[src/rtl/sa2_host_ctrl.sv]
// sa2_host_ctrl: byte-stream loader, run sequencer and result drainer for the 2x2 systolic array.
// Loads 16 A + 9 B bytes, runs the array with a timeout, then streams c11,c12,c21,c22.
module sa2_host_ctrl #(
   parameter int DW       = 8,
   parameter int WAIT_MAX = 255
) (
   input  logic          clk,
   input  logic          rst,
   input  logic          in_valid,
   input  logic [DW-1:0] in_data,
   output logic          in_ready,
   output logic [DW-1:0] a11, a12, a13, a14,
   output logic [DW-1:0] a21, a22, a23, a24,
   output logic [DW-1:0] a31, a32, a33, a34,
   output logic [DW-1:0] a41, a42, a43, a44,
   output logic [DW-1:0] b11, b12, b13,
   output logic [DW-1:0] b21, b22, b23,
   output logic [DW-1:0] b31, b32, b33,
   output logic          active_sa2,
   input  logic          done_sa2,
   input  logic [DW-1:0] c11, c12, c21, c22,
   output logic          out_valid,
   output logic [DW-1:0] out_data,
   input  logic          out_ready,
   output logic          busy,
   output logic          err
);
   localparam int TW = $clog2(WAIT_MAX + 1);
   typedef enum logic [1:0] {IDLE, LOAD, RUN, DRAIN} state_t;
   state_t        state;
   logic [DW-1:0] a_r [16];
   logic [DW-1:0] b_r [9];
   logic [DW-1:0] c_r [4];
   logic [4:0]    cnt;
   logic [1:0]    idx;
   logic [TW-1:0] timer;
   logic          in_xfer, out_xfer;
   assign in_xfer  = in_valid && in_ready;
   assign out_xfer = out_valid && out_ready;
   always_ff @(posedge clk or negedge rst) begin
      if (!rst) begin
         state      <= IDLE;
         in_ready   <= 1'b0;
         active_sa2 <= 1'b0;
         out_valid  <= 1'b0;
         out_data   <= '0;
         busy       <= 1'b0;
         err        <= 1'b0;
         cnt        <= '0;
         idx        <= '0;
         timer      <= '0;
         for (int i = 0; i < 16; i++) a_r[i] <= '0;
         for (int i = 0; i < 9; i++) b_r[i] <= '0;
         for (int i = 0; i < 4; i++) c_r[i] <= '0;
      end else begin
         case (state)
            IDLE: begin
               in_ready <= 1'b1;
               if (in_xfer) begin
                  a_r[0] <= in_data;
                  err    <= 1'b0;
                  busy   <= 1'b1;
                  cnt    <= 5'd1;
                  state  <= LOAD;
               end
            end
            LOAD: if (in_xfer) begin
               // bytes 16..24 have cnt[4] set, so cnt[3:0] is already the B index 0..8
               if (!cnt[4]) a_r[cnt[3:0]] <= in_data;
               else b_r[cnt[3:0]] <= in_data;
               cnt <= cnt + 5'd1;
               if (cnt == 5'd24) begin
                  in_ready   <= 1'b0;
                  active_sa2 <= 1'b1;
                  timer      <= '0;
                  state      <= RUN;
               end
            end
            RUN: begin
               if (done_sa2) begin
                  c_r[0]     <= c11;
                  c_r[1]     <= c12;
                  c_r[2]     <= c21;
                  c_r[3]     <= c22;
                  active_sa2 <= 1'b0;
                  out_valid  <= 1'b1;
                  out_data   <= c11;
                  idx        <= '0;
                  state      <= DRAIN;
               end else if (timer == TW'(WAIT_MAX - 1)) begin
                  active_sa2 <= 1'b0;
                  err        <= 1'b1;
                  busy       <= 1'b0;
                  in_ready   <= 1'b1;
                  state      <= IDLE;
               end else begin
                  timer <= timer + 1'b1;
               end
            end
            DRAIN: if (out_xfer) begin
               if (idx == 2'd3) begin
                  out_valid <= 1'b0;
                  busy      <= 1'b0;
                  in_ready  <= 1'b1;
                  state     <= IDLE;
               end else begin
                  idx      <= idx + 2'd1;
                  out_data <= c_r[idx + 2'd1];
               end
            end
            default: state <= IDLE;
         endcase
      end
   end
   assign a11 = a_r[0];  assign a12 = a_r[1];  assign a13 = a_r[2];  assign a14 = a_r[3];
   assign a21 = a_r[4];  assign a22 = a_r[5];  assign a23 = a_r[6];  assign a24 = a_r[7];
   assign a31 = a_r[8];  assign a32 = a_r[9];  assign a33 = a_r[10]; assign a34 = a_r[11];
   assign a41 = a_r[12]; assign a42 = a_r[13]; assign a43 = a_r[14]; assign a44 = a_r[15];
   assign b11 = b_r[0];  assign b12 = b_r[1];  assign b13 = b_r[2];
   assign b21 = b_r[3];  assign b22 = b_r[4];  assign b23 = b_r[5];
   assign b31 = b_r[6];  assign b32 = b_r[7];  assign b33 = b_r[8];
endmodule

[config.mk]
export PLATFORM = sky130hd
export DESIGN_NAME = sa2_host_ctrl
export DESIGN_NICKNAME = d
export VERILOG_FILES = /design/src/rtl/sa2_host_ctrl.sv
export SDC_FILE = /design/constraint.sdc
export NUM_CORES = 1
export LEC_CHECK = 0
export CORE_ASPECT_RATIO = 1.4
export CORE_UTILIZATION = 45
export DETAILED_ROUTE_END_ITERATION = 8
export PLACE_DENSITY = 0.81
export SETUP_SLACK_MARGIN = 0.1
export SYNTH_ARGS = -nofsm -noshare
export SYNTH_HDL_FRONTEND = slang
export SYNTH_SLANG_ARGS = --single-unit
[constraint.sdc]
create_clock -name clk -period 1.7 [get_ports clk]
set_input_delay 0.34 -clock clk [delete_from_list [all_inputs] [get_ports clk]]
set_output_delay 0.34 -clock clk [all_outputs]
set_load 0.02 [all_outputs]
==> metrics.csv <==
stage,metric,value,unit
outcome,status,finished with violations,
outcome,violations,negative setup slack,
worst_setup_path,setup.worst_path.start_class,flop,
finish,top_register,c_r,
finish,n_fill_cell,1418,
placed_design,io_buffer_count,257,
floorplan,die_area,0.0242,mm2
pwr,ir_drop,0.00133,V
detailed_routing,viasPerCell,5.42,
clocking,insertion_delay,0.54,ns
timing,finalHoldViolCount,0,
timing,worst_pin_slew,0.422,ns
logic_synthesis,synth-main-ff-cell,dfrtp_1,
grt,first_global_vias,7838,
grt,grt_use_met2,42.1,%
clocking,clkSinkCount,262,
job,drv_cap,0,
worst_setup_path,worstPathCellList,inv_2 -> ha_4 -> nand4b_1 -> buf_4 -> nor2_4 -> buf_12 -> mux2_4,
floorplan,die_h,184,um
logic_synthesis,yosys.area_share.simple,5.29,%
worst_setup_path,cpPeakStageDelay,0.41,ns
logic_synthesis,synthesis.nets,760,
worst_setup_path,crit_slowest_cell,dfrtp_1,
worst_setup_path,cp_max_fo,6,
logic_synthesis,ys_warn_count,0,
floorplan,ios,258,
logic_synthesis,synth_compound_area_share,3.00,%
floorplan,core,0.0232,mm2
grt,antenna_found_initial,0,
detailed_routing,firstDrtPassIters,4,
logic_synthesis,synth_edf_count,0,
clocking,clkSlewWorstSetupHoldPaths,0.07,ns
timing,setup_violations,32,
worst_setup_path,worstSetupEndpointType,flop,
finish,area_growth,57.3,%
logic_synthesis,synth_mux_area_share,27.3,%
clocking,root_buffer,clkbuf_16,
detailed_routing,wl_per_cell,22.9,um
logic_synthesis,synth.distinct_cells,49,
grt,grt_pass1_wl,45.1,mm
grt,use_met1,29.3,%
timing,maxSlewViolCount,0,
finish,diodes,0,
worst_setup_path,crit_type,reg2reg,
finish,layout.nets,1123,
detailed_routing,wl,31.9,mm
grt,grt_max_degree,73,
pwr,p_leak,0.00823,uW
detailed_routing,dr_total_vias,7565,
clocking,cts_made_buffers,26,
logic_synthesis,synth-seq-area-share,61.9,%
timing,finClkSkew,0.0263,ns
grt,track_usage,24.1,%
worst_setup_path,worstPathRequired,2.11,ns
timing,finalCritPeriodShare,104,%
floorplan,dieWidth,132,um
finish,finalInstanceArea,0.0167,mm2
worst_setup_path,r2r-start,cnt[1],
timing,relSlewSlack,71.9,%
detailed_routing,route.detailed.drc,0,
pwr,power_density,1420,mW/mm2
timing,finalSetupTns,-1.05,ns
clocking,clock_path_buffers,3,
clocking,cts_htree_levels,1,
logic_synthesis,yosys_register_bits,262,
logic_synthesis,synth_adder_area_share,0.826,%
timing,fin_ws,-0.0647,ns
floorplan,start_util,45.7,%
grt,gr-total-overflow,0,
finish,largest_reg_flops,32,
placed_design,post-dp-hpwl,18.5,mm
timing,fmax,567,MHz
logic_synthesis,synth_xor_area_share,0,%
min_path,worstHoldPathType,in2async,
worst_setup_path,cp.arrival,2.17,ns
pwr,power,23700,uW
grt,grt.busiest_layer,met2,
floorplan,rows,66,
grt,met3_usage,3.36,%
clocking,cts_tree,done,
logic_synthesis,synth_top_family_by_area,multiplexers,
timing,grt_setup_unrepaired,yes,
logic_synthesis,synth_area,0.0106,mm2
logic_synthesis,async_flop_share,100,%
finish,drive_above_1_share,51.5,%
logic_synthesis,syn_inst,708,
placed_design,place.gp.congestion,0.820,
placed_design,placed_area,0.0142,mm2
worst_setup_path,critPathLaunch,cnt[1],
detailed_routing,antenna_left,0,
detailed_routing,drt_iter0_drc,407,
logic_synthesis,avgSynthCellArea,15.0,um2
timing,min_period,1.76,ns
layer usage:
layer	vias up	part of all wire [%]	wire, um
met1	3950	39	12400
met2	272	52	16700
met5	-	0	0
li1	3262	-	-
met3	81	4.0	1290
met4	0	4.6	1480
Yosys cell counts, types with 2 or more instances:
| library cell | count | area, um2 |
|---|---|---|
| a211o_1 | 2 | 17.5 |
| a21o_1 | 4 | 30.0 |
| a21oi_1 | 15 | 75.1 |
| a31oi_1 | 6 | 37.5 |
| a41oi_1 | 2 | 17.5 |
| and3_1 | 8 | 50.1 |
| and3b_1 | 2 | 17.5 |
| buf_2 | 11 | 55.1 |
| clkbuf_1 | 24 | 90.1 |
| clkbuf_2 | 2 | 10.0 |
| dfrtp_1 | 262 | 6560 |
| ha_1 | 7 | 87.6 |
| inv_1 | 5 | 18.8 |
| mux2_1 | 3 | 33.8 |
| mux2_2 | 229 | 2580 |
| mux2i_1 | 10 | 100 |
| mux4_2 | 8 | 180 |
| nand2_1 | 23 | 86.3 |
| nand2_2 | 8 | 50.1 |
| nand2b_1 | 2 | 12.5 |
| nand3_1 | 12 | 60.1 |
| nand3_2 | 2 | 20.0 |
| nand4_1 | 2 | 12.5 |
| nand4b_1 | 2 | 17.5 |
| nor2_1 | 14 | 52.6 |
| nor2b_1 | 7 | 43.8 |
| nor3_1 | 3 | 15.0 |
| nor3b_1 | 2 | 15.0 |
| nor4_4 | 2 | 42.5 |
| o21a_1 | 2 | 15.0 |
| o21ai_0 | 9 | 45.0 |
per-stage QoR:
stage / hold WS (ns) / utilization, % / cells / worst slack (ns)
3_3_place_gp: 0.221 / 61.1 / 1297 / -0.452
5_1_grt: 0.280 / 71.9 / 1397 / -0.0963
4_1_cts: 0.251 / 68.2 / 1373 / -0.0222
2_1_floorplan: 0.0444 / - / 708 / -0.0726
3_5_place_dp: 0.224 / 61.1 / 1297 / -0.455
6_report: 0.251 / 71.9 / 1397 / -0.0647
layout by cell type, fill, tap and decap left out, drive strengths merged, types with 3 or more instances in the layout:
| master | n |
|---|---|
| a21oi | 16 |
| nand2 | 31 |
| clkdlybuf4s15 | 141 |
| clkinv | 8 |
| nor3 | 3 |
| dlygate4sd2 | 21 |
| clkdlybuf4s50 | 43 |
| buf | 115 |
| mux4 | 8 |
| and3 | 8 |
| nor2b | 7 |
| nor3b | 3 |
| clkbuf | 86 |
| nor2 | 15 |
| nand3 | 14 |
| a31oi | 6 |
| mux2i | 10 |
| o21ai | 9 |
| inv | 6 |
| ha | 7 |
| dfrtp | 262 |
| bufinv | 4 |
| mux2 | 232 |
| a21o | 4 |
area by class of cell:
class	instances	area [um2]	area share (%)
tap	306	383	2.30
inverter	5	18.8	0.113
timing repair buffer	374	3700	22.2
clock buffer	33	737	4.42
sequential	262	6560	39.3
multi-input combinational	402	5080	30.5
clock inverter	15	201	1.21
final timing paths:
path	to	slack [ns]	depth (start not counted)
setup / recovery	b33[0]	-0.06	7
hold / removal	b31[6]	0.25	2
setup reg to reg	b33[0]	-0.06	7
hold reg to reg	active_sa2	0.47	1
max in group asynchronous	in_ready	0.74	3
min in group clk	c_r[4]	0.43	2
logic make-up (layout without fill, tap and decap cells):
group                      count (synthesis)  count (layout)
and+or+nand+nor                           96              96
muxes                                    250             250
DFF                                      262             262
AOI/OAI and AO/OA                         49              49
adders and majority gates                  7               7
buffers and inverters                     44             427
worst max-delay path, delay by kind of cell (launching register included):
family / cells / cell delay [ns]
DFF: 1 / 0.41
adders and majority gates: 1 / 0.17
and+or+nand+nor: 2 / 0.30
muxes: 1 / 0.30
buffers and inverters: 3 / 0.44
report_power, final:
group          switching [uW]  internal (uW)  leakage [uW]  total (uW)
combinational            4210           4880       0.00429        9090
clock                    2540           3700      0.000462        6240
sequential                881           7450       0.00348        8330
what timing repair did:
item                       4_1_cts  5_1_grt
hold buffers                     1        0
resized for setup              472      309
setup endpoints to repair      464      369
setup buffers                   25       21
pin swaps                       21       22
cloned                           3        5
hold endpoints to repair       106        0
Power figures use the tool's default switching activity.
